<file path="src/rtl/wash_pkg.sv">
`default_nettype none
//============================================================================
// Module : wash_pkg
// Brief  : Phase codes and enable-vector layout shared by the wash sequencer
//          and the display driver.
// Rev    : 1.0  initial release
//============================================================================
package wash_pkg;

   typedef enum logic [2:0] {
      IDLE  = 3'd0,
      FILL  = 3'd1,
      WASH  = 3'd2,
      DRAIN = 3'd3,
      RINSE = 3'd4,
      SPIN  = 3'd5,
      DONE  = 3'd6
   } phase_t;

   localparam int EN_W         = 4;
   localparam int EN_WATER_IN  = 0;
   localparam int EN_WATER_OUT = 1;
   localparam int EN_MOTOR     = 2;
   localparam int EN_SPIN      = 3;

   function automatic logic [EN_W-1:0] phase_enables(input phase_t ph);
      logic [EN_W-1:0] en;
      en = '0;
      case (ph)
         FILL:        en[EN_WATER_IN] = 1'b1;
         WASH, RINSE: en[EN_MOTOR]    = 1'b1;
         DRAIN:       en[EN_WATER_OUT] = 1'b1;
         SPIN: begin
            en[EN_SPIN]      = 1'b1;
            en[EN_WATER_OUT] = 1'b1;
         end
         default:     en = '0;
      endcase
      return en;
   endfunction

   function automatic logic is_active(input phase_t ph);
      return (ph == FILL) || (ph == WASH) || (ph == DRAIN) ||
             (ph == RINSE) || (ph == SPIN);
   endfunction

endpackage
`default_nettype wire

</file>
<file path="src/rtl/wash_sequencer_if.sv">
`default_nettype none
//============================================================================
// Module : wash_sequencer_if
// Brief  : Button/tick inputs and actuator/display outputs of the sequencer.
// Rev    : 1.0  initial release
//============================================================================
interface wash_sequencer_if #(
   parameter int TW = 8
);
   logic          resetBtn;
   logic          runBtn;
   logic          WaterBtn;
   logic          openBtn;
   logic          click;
   logic          water_in;
   logic          water_out;
   logic          motor;
   logic          spin;
   logic          paused;
   logic          done;
   logic [2:0]    phase;
   logic [1:0]    level;
   logic [TW-1:0] remain;

   modport master (
      output resetBtn, runBtn, WaterBtn, openBtn, click,
      input  water_in, water_out, motor, spin, paused, done, phase, level, remain
   );

   modport slave (
      input  resetBtn, runBtn, WaterBtn, openBtn, click,
      output water_in, water_out, motor, spin, paused, done, phase, level, remain
   );
endinterface
`default_nettype wire

</file>
<file path="src/rtl/wash_sequencer_phase_timer.sv">
`default_nettype none
//============================================================================
// Module : phase_timer
// Brief  : Loadable down-counter timing one wash phase; flags the final tick.
// Rev    : 1.0  initial release
//============================================================================
module phase_timer #(
   parameter int TW = 8
) (
   input  wire logic          cp,
   input  wire logic          rst_n,
   input  wire logic          load,
   input  wire logic [TW-1:0] load_val,
   input  wire logic          en,
   input  wire logic          tick,
   output logic      [TW-1:0] remain,
   output logic               expire
);

   logic [TW-1:0] remain_q;
   logic [TW-1:0] remain_d;

   // Load wins over counting; a zero count never wraps.
   always_comb begin
      remain_d = remain_q;
      if (load) begin
         remain_d = load_val;
      end else if (en && tick && (remain_q != '0)) begin
         remain_d = remain_q - {{(TW-1){1'b0}}, 1'b1};
      end
   end

   always_ff @(posedge cp or negedge rst_n) begin
      if (!rst_n) begin
         remain_q <= '0;
      end else begin
         remain_q <= remain_d;
      end
   end

   assign remain = remain_q;
   assign expire = en & tick & (remain_q == {{(TW-1){1'b0}}, 1'b1});

endmodule
`default_nettype wire

</file>
<file path="src/rtl/wash_sequencer.sv">
`default_nettype none
//============================================================================
// Module : wash_sequencer
// Brief  : Washing-cycle FSM sequencing FILL/WASH/DRAIN/RINSE/SPIN phases.
// Rev    : 1.0  initial release
//============================================================================
module wash_sequencer
   import wash_pkg::*;
#(
   parameter int FILL_T    = 4,
   parameter int WASH_T    = 20,
   parameter int DRAIN_T   = 5,
   parameter int RINSE_T   = 10,
   parameter int SPIN_T    = 8,
   parameter int RINSE_CNT = 2,
   parameter int TW        = 8
) (
   input  wire logic       cp,
   input  wire logic       rst_n,
   wash_sequencer_if.slave bus
);

   localparam logic [TW-1:0] c_fill_unit = TW'(FILL_T);
   localparam logic [TW-1:0] c_wash_len  = TW'(WASH_T);
   localparam logic [TW-1:0] c_drain_len = TW'(DRAIN_T);
   localparam logic [TW-1:0] c_rinse_len = TW'(RINSE_T);
   localparam logic [TW-1:0] c_spin_len  = TW'(SPIN_T);
   localparam logic [1:0]    c_rinse_cnt = 2'(RINSE_CNT);

   phase_t          phase_q, phase_d;
   logic [1:0]      level_q, level_d;
   logic [1:0]      rinse_q, rinse_d;
   logic            pause_q, pause_d;
   logic            run_q, run_d;
   logic            water_q, water_d;
   logic [EN_W-1:0] en_q, en_d;
   logic            paused_q, paused_d;
   logic            done_q, done_d;

   logic            w_rise_run;
   logic            w_rise_water;
   logic            w_t_load;
   logic [TW-1:0]   w_t_load_val;
   logic            w_t_en;
   logic [TW-1:0]   w_remain;
   logic            w_expire;
   logic [TW-1:0]   w_fill_len;

   assign w_rise_run   = bus.runBtn & ~run_q;
   assign w_rise_water = bus.WaterBtn & ~water_q;
   assign w_fill_len   = c_fill_unit * TW'(level_q);

   // The timer only counts when no higher-priority event claims this cycle.
   assign w_t_en = is_active(phase_q) & ~bus.resetBtn & ~bus.openBtn &
                   ~w_rise_run & ~pause_q;

   phase_timer #(
      .TW (TW)
   ) u_phase_timer (
      .cp       (cp),
      .rst_n    (rst_n),
      .load     (w_t_load),
      .load_val (w_t_load_val),
      .en       (w_t_en),
      .tick     (bus.click),
      .remain   (w_remain),
      .expire   (w_expire)
   );

   always_comb begin
      phase_d      = phase_q;
      level_d      = level_q;
      rinse_d      = rinse_q;
      pause_d      = pause_q;
      run_d        = bus.runBtn;
      water_d      = bus.WaterBtn;
      w_t_load     = 1'b0;
      w_t_load_val = '0;

      if (bus.resetBtn) begin
         phase_d  = IDLE;
         pause_d  = 1'b0;
         rinse_d  = '0;
         w_t_load = 1'b1;
      end else begin
         case (phase_q)
            IDLE: begin
               if (w_rise_run) begin
                  phase_d      = FILL;
                  rinse_d      = '0;
                  pause_d      = 1'b0;
                  w_t_load     = 1'b1;
                  w_t_load_val = w_fill_len;
               end else if (w_rise_water) begin
                  level_d = (level_q == 2'd3) ? 2'd1 : level_q + 2'd1;
               end
            end
            DONE: begin
               if (w_rise_run) begin
                  phase_d  = IDLE;
                  w_t_load = 1'b1;
               end
            end
            default: begin
               if (!bus.openBtn && w_rise_run) begin
                  pause_d = ~pause_q;
               end else if (w_expire) begin
                  w_t_load = 1'b1;
                  case (phase_q)
                     FILL: begin
                        // A non-zero rinse count means this fill feeds a rinse.
                        if (rinse_q == 2'd0) begin
                           phase_d      = WASH;
                           w_t_load_val = c_wash_len;
                        end else begin
                           phase_d      = RINSE;
                           w_t_load_val = c_rinse_len;
                        end
                     end
                     WASH, RINSE: begin
                        phase_d      = DRAIN;
                        w_t_load_val = c_drain_len;
                     end
                     DRAIN: begin
                        if (rinse_q < c_rinse_cnt) begin
                           phase_d      = FILL;
                           rinse_d      = rinse_q + 2'd1;
                           w_t_load_val = w_fill_len;
                        end else begin
                           phase_d      = SPIN;
                           w_t_load_val = c_spin_len;
                        end
                     end
                     default: begin
                        phase_d = DONE;
                        pause_d = 1'b0;
                     end
                  endcase
               end
            end
         endcase
      end

      paused_d = is_active(phase_d) & (pause_d | bus.openBtn);
      done_d   = (phase_d == DONE);
      en_d     = paused_d ? '0 : phase_enables(phase_d);
   end

   always_ff @(posedge cp or negedge rst_n) begin
      if (!rst_n) begin
         phase_q  <= IDLE;
         level_q  <= 2'd1;
         rinse_q  <= '0;
         pause_q  <= 1'b0;
         run_q    <= 1'b0;
         water_q  <= 1'b0;
         en_q     <= '0;
         paused_q <= 1'b0;
         done_q   <= 1'b0;
      end else begin
         phase_q  <= phase_d;
         level_q  <= level_d;
         rinse_q  <= rinse_d;
         pause_q  <= pause_d;
         run_q    <= run_d;
         water_q  <= water_d;
         en_q     <= en_d;
         paused_q <= paused_d;
         done_q   <= done_d;
      end
   end

   assign bus.water_in  = en_q[EN_WATER_IN];
   assign bus.water_out = en_q[EN_WATER_OUT];
   assign bus.motor     = en_q[EN_MOTOR];
   assign bus.spin      = en_q[EN_SPIN];
   assign bus.paused    = paused_q;
   assign bus.done      = done_q;
   assign bus.phase     = phase_q;
   assign bus.level     = level_q;
   assign bus.remain    = w_remain;

endmodule
`default_nettype wire
</file>
<file path="src/flat_wrapper.sv">
// flat-port wrapper written by rule: the top's interface ports become plain ports
module wash_sequencer_flat import wash_pkg::*;
#(
   parameter int FILL_T    = 4,
   parameter int WASH_T    = 20,
   parameter int DRAIN_T   = 5,
   parameter int RINSE_T   = 10,
   parameter int SPIN_T    = 8,
   parameter int RINSE_CNT = 2,
   parameter int TW        = 8
)
  (cp, rst_n, bus_resetBtn, bus_runBtn, bus_WaterBtn, bus_openBtn, bus_click, bus_water_in, bus_water_out, bus_motor, bus_spin, bus_paused, bus_done, bus_phase, bus_level, bus_remain);
  wash_sequencer_if #(.TW(TW)) bus_i ();
  input  wire logic cp;
  input  wire logic rst_n;
  input wire logic [$bits(bus_i.resetBtn)-1:0] bus_resetBtn;
  input wire logic [$bits(bus_i.runBtn)-1:0] bus_runBtn;
  input wire logic [$bits(bus_i.WaterBtn)-1:0] bus_WaterBtn;
  input wire logic [$bits(bus_i.openBtn)-1:0] bus_openBtn;
  input wire logic [$bits(bus_i.click)-1:0] bus_click;
  output wire logic [$bits(bus_i.water_in)-1:0] bus_water_in;
  output wire logic [$bits(bus_i.water_out)-1:0] bus_water_out;
  output wire logic [$bits(bus_i.motor)-1:0] bus_motor;
  output wire logic [$bits(bus_i.spin)-1:0] bus_spin;
  output wire logic [$bits(bus_i.paused)-1:0] bus_paused;
  output wire logic [$bits(bus_i.done)-1:0] bus_done;
  output wire logic [$bits(bus_i.phase)-1:0] bus_phase;
  output wire logic [$bits(bus_i.level)-1:0] bus_level;
  output wire logic [$bits(bus_i.remain)-1:0] bus_remain;
  assign bus_i.resetBtn = bus_resetBtn;
  assign bus_i.runBtn = bus_runBtn;
  assign bus_i.WaterBtn = bus_WaterBtn;
  assign bus_i.openBtn = bus_openBtn;
  assign bus_i.click = bus_click;
  assign bus_water_in = bus_i.water_in;
  assign bus_water_out = bus_i.water_out;
  assign bus_motor = bus_i.motor;
  assign bus_spin = bus_i.spin;
  assign bus_paused = bus_i.paused;
  assign bus_done = bus_i.done;
  assign bus_phase = bus_i.phase;
  assign bus_level = bus_i.level;
  assign bus_remain = bus_i.remain;
  wash_sequencer #(.FILL_T(FILL_T), .WASH_T(WASH_T), .DRAIN_T(DRAIN_T), .RINSE_T(RINSE_T), .SPIN_T(SPIN_T), .RINSE_CNT(RINSE_CNT), .TW(TW)) u_core (.cp(cp), .rst_n(rst_n), .bus(bus_i));
endmodule
</file>
<file path="config.mk">
export PLATFORM = sky130hd
export DESIGN_NAME = wash_sequencer_flat
export DESIGN_NICKNAME = d
export VERILOG_FILES = /design/src/rtl/wash_pkg.sv /design/src/rtl/wash_sequencer_if.sv /design/src/rtl/wash_sequencer_phase_timer.sv /design/src/rtl/wash_sequencer.sv /design/src/flat_wrapper.sv
export SDC_FILE = /design/constraint.sdc
export NUM_CORES = 1
export LEC_CHECK = 0
export CORE_ASPECT_RATIO = 0.6
export CORE_MARGIN = 2
export CORE_UTILIZATION = 45
export DETAILED_ROUTE_END_ITERATION = 12
export PLACE_DENSITY_LB_ADDON = 0.12
export SYNTH_ARGS = -nofsm -noshare
export SYNTH_HDL_FRONTEND = slang
export SYNTH_SLANG_ARGS = --single-unit
</file>
<file path="constraint.sdc">
create_clock -name cp -period 2.7 [get_ports cp]
set_clock_uncertainty 0.05 [all_clocks]
set_input_delay 0.405 -clock cp [delete_from_list [all_inputs] [get_ports cp]]
set_output_delay 0.405 -clock cp [all_outputs]
set_load 0.05 [all_outputs]
</file>
### Word level (Yosys, flattened, before mapping)

Index checks and enable logic that the tools add are counted.

| storage, ports and cells | value |
|---|---|
| input port bits | 7 |
| register bits | 24 |
| word-level logic and storage cells | 116 |

| cells by class | value |
|---|---|
| equality and inequality tests | 17 |
| bitwise operators | 16 |
| $lt $le $gt $ge | 1 |
| add/sub/neg operators | 3 |
| multiplexer cells | 43 |
| reductions and logical operators | 26 |

Operator list:

| operator | count |
|---|---|
| 2-to-1 mux 8 bit | 5 |
| one-hot mux 8 bit (3 select lines) | 1 |
| 2-to-1 mux 3 bit | 7 |
| == test 3 bit, second input constant | 6 |
| one-hot mux 8 bit (2 select lines) | 1 |
| 2-to-1 mux 1 bit | 14 |
| 2-to-1 mux 2 bit | 7 |
| == test 3 x 2 -> 1 bit, second input constant | 4 |
| 2-to-1 mux 4 bit | 3 |
| AND 1 bit | 9 |
| one-hot mux 3 bit (3 select lines) | 1 |
| nonzero test 3 bit | 3 |
| == test 8 x 1 -> 1 bit, second input constant | 1 |
| logical OR 1 bit | 8 |
| nonzero test 8 bit | 1 |
| OR reduction 2 bit | 4 |
| subtractor 8 x 1 -> 8 bit, second input constant | 1 |
| == test 3 x 1 -> 1 bit, second input constant | 2 |
| NOT 1 bit | 6 |
| one-hot mux 3 bit (2 select lines) | 1 |
| AND reduction 6 bit | 1 |
| 2-to-1 mux 5 bit | 1 |
| adder 2 x 1 -> 2 bit, second input constant | 2 |
| one-hot mux 2 bit (2 select lines) | 1 |
| other kinds (14) | 16 |

### Longest topological paths before layout

Gate-level depths: netlist of run 1.

| depth | value |
|---|---|
| word-level depth | 22 |
| mapped depth | 8 |
| mapped depth without buffers | 7 |

### Modules after synthesis

Synthesis of run 1 repeated with hierarchy kept, for this count alone.

| unflattened totals | value |
|---|---|
| cell total of the unflattened synthesis | 187 |
| area total of the unflattened synthesis | 1,669.1 um^2 |

Modules (own cells, without submodules):

| module | cells an instance | sequential area each (um^2) | area an instance (um^2) | times used |
|---|---|---|---|---|
| wash_sequencer | 119 | 401.6 | 1,073.5 | 1 |
| phase_timer | 68 | 200.2 | 595.6 | 1 |

### Worst setup path after synthesis of run 1

No wires, ideal clock.

| timing path | value |
|---|---|
| kind | flip-flop to flip-flop |
| from | register u_core.phase_q[1], in the netlist u_core.bus.phase[1] |
| to | register u_core.u_phase_timer.remain_q[1], in the netlist u_core.u_phase_timer.remain[1] |
| data required time | 2.566 ns |
| stages on the path, launching flop included | 7 |
| period minus slack after synthesis | 2.239 ns |
| arrival time | 2.105 ns |
| path buffers | 1 |
| setup slack | 0.461 ns |
| setup time | 0.084 ns |
| cell sequence | dfrtp_1 > clkbuf_1 > or2_1 > o2111ai_4 > a31oi_2 > mux2_2 > o21ai_0 |

| between the ends | value |
|---|---|
| cells in the longest elaborated chain, start to end | 16 |
| elaborated cells between the ends (all ways) | 32 |
| those cells by class | 6 x eq/ne; 10 x mux; 6 x bitwise; 10 x reduce/logical |

Ends and longest elaborated chain:

| item | line | source |
|---|---|---|
| from (decl) | wash_sequencer.sv:30 | `phase_t phase_q, phase_d;` |
| from (signal assigned) | wash_sequencer.sv:161 | `phase_q <= phase_d;` |
| == test 3 x 1 -> 1 bit / == test 3 x 2 -> 1 bit (equally long branches) | wash_pkg.sv:43, wash_sequencer.sv:109 |  |
| logical OR 1 bit (3 in series) | wash_pkg.sv:43 | `return (ph == FILL) \|\| (ph == WASH) \|\| (ph == DRAIN) \|\|` |
| logical OR 1 bit | wash_pkg.sv:44 | `(ph == RINSE) \|\| (ph == SPIN);` |
| AND 1 bit (3 in series) | wash_sequencer.sv:54 | `assign w_t_en = is_active(phase_q) & ~bus.resetBtn & ~bus.openBtn &` |
| AND 1 bit | wash_sequencer.sv:55 | `~w_rise_run & ~pause_q;` |
| AND 1 bit (2 in series) | wash_sequencer_phase_timer.sv:42 | `assign expire = en & tick & (remain_q == {{(TW-1){1'b0}}, 1'b1});` |
| 2-to-1 mux 8 bit / 2-to-1 mux 1 bit (equally long branches) | wash_sequencer.sv:107 | `end else if (w_expire) begin` |
| 2-to-1 mux 8 bit / 2-to-1 mux 1 bit (equally long branches) | wash_sequencer.sv:105 | `if (!bus.openBtn && w_rise_run) begin` |
| one-hot mux 8 bit (2 select lines) / 2-to-1 mux 1 bit (equally long branches) | - |  |
| 2-to-1 mux 8 bit / 2-to-1 mux 1 bit (equally long branches) | wash_sequencer.sv:80 | `if (bus.resetBtn) begin` |
| 2-to-1 mux 8 bit / nonzero test 2 bit (equally long branches) | - |  |
| to (signal assigned) | wash_sequencer_phase_timer.sv:37 | `remain_q <= remain_d;` |
| to (decl) | wash_sequencer_phase_timer.sv:20 | `logic [TW-1:0] remain_q;` |

Several ways; a longest one is shown, not always the timed one.
A chain may end at the register's enable or synchronous reset.

### Worst setup path in the final report of run 1

| timing path | value |
|---|---|
| from | input port bus_runBtn |
| to | register u_core.en_q[0] |

| between the ends | value |
|---|---|
| cells in the longest elaborated chain, start to end | 17 |
| elaborated cells between the ends (all ways) | 31 |
| those cells by class | 5 x eq/ne; 13 x mux; 8 x bitwise; 5 x reduce/logical |

Ends and longest elaborated chain:

| item | line | source |
|---|---|---|
| from (decl) | flat_wrapper.sv:17 | `input wire logic [$bits(bus_i.runBtn)-1:0] bus_runBtn;` |
| AND 1 bit * | wash_sequencer.sv:49 | `assign w_rise_run = bus.runBtn & ~run_q;` |
| NOT 1 bit (no source line) | - |  |
| AND 1 bit | wash_sequencer.sv:54 |  |
| AND 1 bit | wash_sequencer.sv:55 |  |
| AND 1 bit (2 in series) | wash_sequencer_phase_timer.sv:42 |  |
| 2-to-1 mux 3 bit | wash_sequencer.sv:107 |  |
| 2-to-1 mux 3 bit | wash_sequencer.sv:105 |  |
| one-hot mux 3 bit (2 select lines) * | wash_sequencer.sv:86 | `case (phase_q)` |
| 2-to-1 mux 3 bit * | wash_sequencer.sv:80 |  |
| via u_core.phase_d[0] | wash_sequencer.sv:30 |  |
| == test 3 x 1 -> 1 bit / == test 3 x 2 -> 1 bit (equally long branches) | wash_pkg.sv:29, wash_pkg.sv:43 |  |
| logical OR 1 bit (3 in series) | wash_pkg.sv:43 |  |
| logical OR 1 bit | wash_pkg.sv:44 |  |
| AND 1 bit | wash_sequencer.sv:144 | `paused_d = is_active(phase_d) & (pause_d \| bus.openBtn);` |
| 2-to-1 mux 4 bit * | wash_sequencer.sv:146 | `en_d = paused_d ? '0 : phase_enables(phase_d);` |
| via u_core.en_d[0] | wash_sequencer.sv:36 | `logic [EN_W-1:0] en_q, en_d;` |
| to (signal assigned) | wash_sequencer.sv:167 | `en_q <= en_d;` |
| to (decl) | wash_sequencer.sv:36 |  |

The timed path passes the listed nets; every way through them passes the cells marked *.

==> results.sh, run 1 <==
export IMPL_synth_edf_count=0
export IMPL_grt_pass1_vias=1217
export IMPL_gp_congestion=0.878
export IMPL_cts_hold_buf=0
export IMPL_syn_inst=151
export IMPL_path_max_fanout=6
export IMPL_die_y_um=49.3
export IMPL_synth_net_count=162
export IMPL_initial_utilization=0.472
export IMPL_hold_viol=0
export IMPL_cts_htree_levels=1
export IMPL_setup_ws_ns=0.235
export IMPL_cts_tree="built"
export IMPL_p_sw_w=0.000324
export IMPL_multi_input_area_sq_um=870
export IMPL_viasPerCell=5.76
export IMPL_place_detailed_hpwl_um=2820
export IMPL_drc=0
export IMPL_die_w_um=79.6
export IMPL_worstPathArrival_ns=2.59
export IMPL_synthToLayoutAreaGrowth_pct=25.1
export IMPL_cts_setup_buffers=0
export IMPL_final_cell_area_sq_mm=0.00193
export IMPL_combinationalPowerShare=0.255
export IMPL_cp_cell_sequence="clkdlybuf4s50_1, nor3b_1, nand4b_1, a211oi_2, o32ai_4, nand2_2, nor3_1"
export IMPL_ys_flop_type="dfrtp_1"
export IMPL_cp_num_buf_inv=1
export IMPL_vdd_ir_drop_max_mv=0.346
export IMPL_fin_nets=192
export IMPL_setup_viol=0
export IMPL_coreArea_sq_mm=0.00326
export IMPL_ios=26
export IMPL_total_power_w=0.00100
export IMPL_p_per_area_mw_per_mm2=519
export IMPL_p_int_w=0.000678
export IMPL_via_count=1296
export IMPL_layout_drive_gt1_share=0.161
export IMPL_finalSetupTns_ns=0
export IMPL_synth_avg_cell_area_sq_um=10.2
export IMPL_grt_pass1_wl_um=6160
export IMPL_synth_area_sq_mm=0.00154
export IMPL_startpoint_type="primary input"
export IMPL_p_leak_nw=0.723
export IMPL_synth_async_reset_ratio=1.00
export IMPL_cp_slowest_cell="clkdlybuf4s50_1"
export IMPL_worstMarginPinSlew_ns=0.694
export IMPL_outcome="finished clean"
export IMPL_yosysSeqAreaShare=0.390
export IMPL_grt_ovfl_total=0
export IMPL_endpoint_kind="register"
export IMPL_cts_root_buf="clkbuf_8"
export IMPL_ff_latch_area_sq_um=602
export IMPL_final_cells=225
export IMPL_clkPwrFrac=0.326
export IMPL_drtAntennaViolNets=0
export IMPL_clock_fmax_mhz=406
export IMPL_p_sw_frac=0.323
export IMPL_path_class="primary input to register"
export IMPL_slew_headroom=0.536
export IMPL_grt_use_total=0.204
export IMPL_yosysWarnings=0
export IMPL_ctsResizeCount=0
export IMPL_cts_max_path_buffers=2
export IMPL_cp_required_ns=2.82
export IMPL_antenna_found_initial=0
export IMPL_dp_cells=221
export IMPL_critPathTopFamily="simple AND/OR/NAND/NOR gates"
export IMPL_cap_viol_max_count=0
export IMPL_timing_final_crit_share=0.913
export IMPL_drv_slew=0
export IMPL_placementRows=16
export IMPL_portBuffers=25
export IMPL_clock_latency_ns=0.28
export IMPL_n_antenna_cell=0
export IMPL_num_fill_cells=268
export IMPL_rsz0062_at_grt="false"
export IMPL_clkSinkCount=24
export IMPL_grt_max_degree=16
export IMPL_wire_per_inst_um=16.6
export IMPL_drt_first_pass_iters=4
export IMPL_cts_buffers=3
export IMPL_dpl_cell_area_sq_mm=0.00186
export IMPL_hold_class="register to register"
export IMPL_dieArea_sq_mm=0.00393
export IMPL_wl_um=3730
export IMPL_clk_pin_slew_ns=0.08
export IMPL_cp_slowest_stage_delay_ns=0.55
export IMPL_power_frac_seq=0.419
export IMPL_place_ws_ns=-0.0191
export IMPL_drtIter0Drc=96
export IMPL_synth_cell_types=54
export IMPL_synth_seq_cells=24
export IMPL_min_period_ns=2.47
==> cell usage after synthesis (2+ instances only) <==
cell type / count / share of area
dfrtp_1: 23 / 0.37
nand2_1: 13 / 0.032
nor2_1: 10 / 0.024
nor3_1: 10 / 0.032
inv_1: 9 / 0.022
a21oi_1: 6 / 0.019
o21ai_0: 6 / 0.019
xor2_1: 5 / 0.028
ha_1: 4 / 0.032
nor2b_1: 4 / 0.016
a211oi_1: 3 / 0.015
nand3_1: 3 / 0.0097
o22ai_1: 3 / 0.012
o32ai_1: 3 / 0.017
a211oi_2: 2 / 0.016
a31oi_1: 2 / 0.0081
buf_2: 2 / 0.0065
clkbuf_1: 2 / 0.0049
nand2b_1: 2 / 0.0081
nand4b_1: 2 / 0.011
o32ai_4: 2 / 0.036
or3_1: 2 / 0.0081
xnor2_1: 2 / 0.011
==> state kept, by name, indices dropped and copies added (netlist names) <==
name,cells
u_core.bus.level,2
u_core.en_q,4
u_core.water_q,1
u_core.pause_q,1
u_core.rinse_q,2
u_core.run_q,1
u_core.bus.done,1
u_core.bus.phase,3
u_core.bus.paused,1
u_core.u_phase_timer.remain,8
==> power groups by stage <==
stage	combinational, W	sequential, W	clock, W
after CTS	0.000258	0.000418	0.000327
after floorplan	0.0000991	0.000492	0
after global routing	0.000275	0.000422	0.000348
final	0.000256	0.000419	0.000327
after detailed placement	0.000257	0.000424	0
after global placement	0.000252	0.000423	0
==> metal layers <==
| metal | routed length [um] | vias to the layer above | track usage |
|---|---|---|---|
| met5 | 0 | - | 0 |
| met4 | 33 | 0 | 0.0431 |
| met3 | 291 | 5 | 0.0407 |
| met2 | 1570 | 53 | 0.291 |
| met1 | 1830 | 619 | 0.316 |
| li1 | - | 619 | - |
==> stage by stage <==
step           utilization  hold WS [ns]
3_3_place_gp         0.569         0.411
3_5_place_dp         0.569         0.433
6_report             0.591         0.439
5_1_grt              0.591         0.479
2_1_floorplan            -        0.0594
4_1_cts              0.591         0.443
==> final cells by class <==
type,instances,share of cell area
Sequential cell,24,0.312
Tap cell,45,0.0292
Inverter,9,0.0175
Clock inverter,1,0.0156
Timing Repair Buffer,31,0.153
Clock buffer,3,0.0214
Multi-Input combinational cell,112,0.451
==> path summary, 6_finish.rpt <==
check	start	end	slack, ns	depth (start not counted)
setup / recovery	bus_runBtn	u_core.en_q[0]$_DFF_PN0_	0.23	7
hold / removal	u_core.rinse_q[0]$_DFFE_PN0P_	u_core.rinse_q[0]$_DFFE_PN0P_	0.44	1
setup reg to reg	u_core.bus.phase[1]$_DFF_PN0_	u_core.en_q[0]$_DFF_PN0_	0.41	6
hold reg to reg	u_core.rinse_q[0]$_DFFE_PN0P_	u_core.rinse_q[0]$_DFFE_PN0P_	0.44	1
max in group asynchronous	rst_n	u_core.en_q[0]$_DFF_PN0_	1.50	2
min in group asynchronous	rst_n	u_core.u_phase_timer.remain[4]$_DFFE_PN0P_	0.49	1
==> layout by cell type, fill, tap and decap left out, types with 5 or more instances in the layout <==
cell              n
nand2_1          13
nor2_1           10
xor2_1            5
dfrtp_1          23
clkdlybuf4s50_1  25
nor3_1           10
a21oi_1           6
inv_1             9
o21ai_0           6
buf_4             6
==> kinds of logic after synthesis <==
family / count (synthesis) / synth area share
muxes: 2 / 0.0138
xor gates and xnor gates: 7 / 0.0398
AOI/OAI and AO/OA: 38 / 0.225
adders and majority gates: 4 / 0.0325
and+or+nand+nor: 61 / 0.253
DFF: 24 / 0.390
buffers and inverters: 15 / 0.0455
Note: power is estimated with default switching activity, not from simulation.
==> run 2: changes to the inputs <==
--- a/config.mk
+++ b/config.mk
@@ -9,6 +9,7 @@
 export CORE_MARGIN = 2
 export CORE_UTILIZATION = 45
 export DETAILED_ROUTE_END_ITERATION = 12
+export HOLD_SLACK_MARGIN = 0.02
 export PLACE_DENSITY_LB_ADDON = 0.12
 export SYNTH_ARGS = -nofsm -noshare
 export SYNTH_HDL_FRONTEND = slang
==> results of run 2 <==
Same layout as run 1: the final DEF is identical, and so are final timing and power.
==> run 3: changes to the inputs <==
--- a/config.mk
+++ b/config.mk
@@ -10,6 +10,7 @@
 export CORE_UTILIZATION = 45
 export DETAILED_ROUTE_END_ITERATION = 12
 export HOLD_SLACK_MARGIN = 0.02
+export MAX_ROUTING_LAYER = met4
 export PLACE_DENSITY_LB_ADDON = 0.12
 export SYNTH_ARGS = -nofsm -noshare
 export SYNTH_HDL_FRONTEND = slang
==> run 3 against run 2 <==
Combinational power about the same; global-route usage up 0.54 points; clock power down 1%; worst hold slack about the same; die area unchanged; clock-buffer cell count unchanged; critical path type unchanged; critical endpoint unchanged; largest cell class unchanged; largest power group unchanged.
==> results.sh, run 3 (synthesis gave the netlist of run 1 again) <==
export IMPL_p_int_w=0.000678
export IMPL_p_sw_frac=0.321
export IMPL_p_per_area_mw_per_mm2=518
export IMPL_grt_pass1_vias=1218
export IMPL_clk_pin_slew_ns=0.08
export IMPL_final_cells=225
export IMPL_die_w_um=79.6
export IMPL_endpoint_kind="register"
export IMPL_min_period_ns=2.45
export IMPL_die_y_um=49.3
export IMPL_n_antenna_cell=0
export IMPL_grt_max_degree=16
export IMPL_cts_root_buf="clkbuf_8"
export IMPL_grt_pass1_wl_um=6150
export IMPL_coreArea_sq_mm=0.00326
export IMPL_fin_nets=192
export IMPL_via_count=1288
export IMPL_portBuffers=25
export IMPL_hold_class="register to register"
export IMPL_clkSinkCount=24
export IMPL_drc=0
export IMPL_dieArea_sq_mm=0.00393
export IMPL_slew_headroom=0.532
export IMPL_final_cell_mix="25 x clkdlybuf4s50_1, 23 x dfrtp_1, 13 x nand2_1, 10 x nor3_1, 10 x nor2_1"
export IMPL_drtAntennaViolNets=0
export IMPL_cts_max_path_buffers=2
export IMPL_ios=26
export IMPL_setup_viol=0
export IMPL_final_common_cell="clkdlybuf4s50_1"
export IMPL_clock_latency_ns=0.28
export IMPL_worstPathArrival_ns=2.58
export IMPL_p_sw_w=0.000320
export IMPL_path_class="primary input to register"
export IMPL_cts_buffers=3
export IMPL_rsz0062_at_grt="false"
export IMPL_initial_utilization=0.472
export IMPL_cp_required_ns=2.82
export IMPL_hold_viol=0
export IMPL_gp_congestion=0.893
export IMPL_vdd_ir_drop_max_mv=0.345
export IMPL_synthToLayoutAreaGrowth_pct=25.1
export IMPL_clkPwrFrac=0.323
export IMPL_p_leak_nw=0.723
export IMPL_place_detailed_hpwl_um=2820
export IMPL_cts_setup_buffers=0
export IMPL_clock_fmax_mhz=407
export IMPL_grt_use_total=0.210
export IMPL_antenna_found_initial=0
export IMPL_cts_hold_buf=0
export IMPL_drv_slew=0
export IMPL_path_max_fanout=6
export IMPL_drtIter0Drc=90
export IMPL_cts_tree="built"
export IMPL_wire_per_inst_um=16.5
export IMPL_drt_first_pass_iters=4
export IMPL_layout_drive_gt1_share=0.161
export IMPL_placementRows=16
export IMPL_wl_um=3720
export IMPL_combinationalPowerShare=0.256
export IMPL_power_frac_seq=0.420
export IMPL_worstMarginPinSlew_ns=0.700
export IMPL_ctsResizeCount=0
export IMPL_timing_final_crit_share=0.909
export IMPL_outcome="finished clean"
export IMPL_cts_htree_levels=1
export IMPL_largest_reg_flops=8
export IMPL_setup_ws_ns=0.245
export IMPL_place_ws_ns=-0.0191
export IMPL_startpoint_type="primary input"
export IMPL_grt_ovfl_total=0
export IMPL_cap_viol_max_count=0
export IMPL_dp_cells=221
export IMPL_viasPerCell=5.72
==> run 3: worst max-delay path, stage by stage <==
cell             delay (ns)
clkdlybuf4s50_1        0.55
nor3b_1                0.46
nand4b_1               0.34
a211oi_2               0.09
o32ai_4                0.39
nand2_2                0.12
nor3_1                 0.21
==> run 3: area by class of cell <==
| type | count | area [sq um] |
|---|---|---|
| clock buffer | 3 | 41.3 |
| clock inverter | 1 | 30.0 |
| fill | 268 | 1340 |
| inverter | 9 | 33.8 |
| multi-input combinational | 112 | 870 |
| sequential | 24 | 602 |
| tap | 45 | 56.3 |
| timing repair buffer | 31 | 295 |
==> run 3: layer usage <==
metal,vias to the layer above,wire length [um],track usage,part of all wire
li1,617,-,-,-
met1,618,1860,0.315,0.50
met2,48,1550,0.291,0.42
met3,5,269,0.0407,0.072
met4,0,37,0.0431,0.010
met5,-,0,-,0
==> run 3: power groups by stage <==
stage	Sequential [W]	Clock, W	Combinational, W
5_1_grt	0.000422	0.000347	0.000275
2_1_floorplan	0.000492	0	0.0000991
6_report	0.000419	0.000323	0.000256
3_3_place_gp	0.000423	0	0.000252
3_5_place_dp	0.000424	0	0.000257
4_1_cts	0.000418	0.000327	0.000258
==> run 3: metrics by stage <==
stage,util,TNS (ns),hold slack (ns),total power [W],instance area [sq um]
5_1_grt,0.591,0,0.479,0.00104,1930
4_1_cts,0.591,0,0.443,0.00100,1930
2_1_floorplan,-,0,0.0594,0.000591,1540
3_3_place_gp,0.569,0,0.411,0.000675,1860
6_report,0.591,0,0.439,0.000998,1930
3_5_place_dp,0.569,-0.0191,0.433,0.000681,1860
==> run 3: path summary, 6_finish.rpt <==
path | start | endpoint | slack (ns) | cells after the start
worst max-delay path | bus_runBtn | u_core.en_q[0]$_DFF_PN0_ | 0.25 | 7
worst min-delay path | u_core.rinse_q[0]$_DFFE_PN0P_ | u_core.rinse_q[0]$_DFFE_PN0P_ | 0.44 | 1
worst max register to register | u_core.bus.phase[1]$_DFF_PN0_ | u_core.en_q[0]$_DFF_PN0_ | 0.41 | 6
max in group asynchronous | rst_n | u_core.en_q[0]$_DFF_PN0_ | 1.50 | 2
worst min register to register | u_core.rinse_q[0]$_DFFE_PN0P_ | u_core.rinse_q[0]$_DFFE_PN0P_ | 0.44 | 1
min in group asynchronous | rst_n | u_core.u_phase_timer.remain[4]$_DFFE_PN0P_ | 0.49 | 1
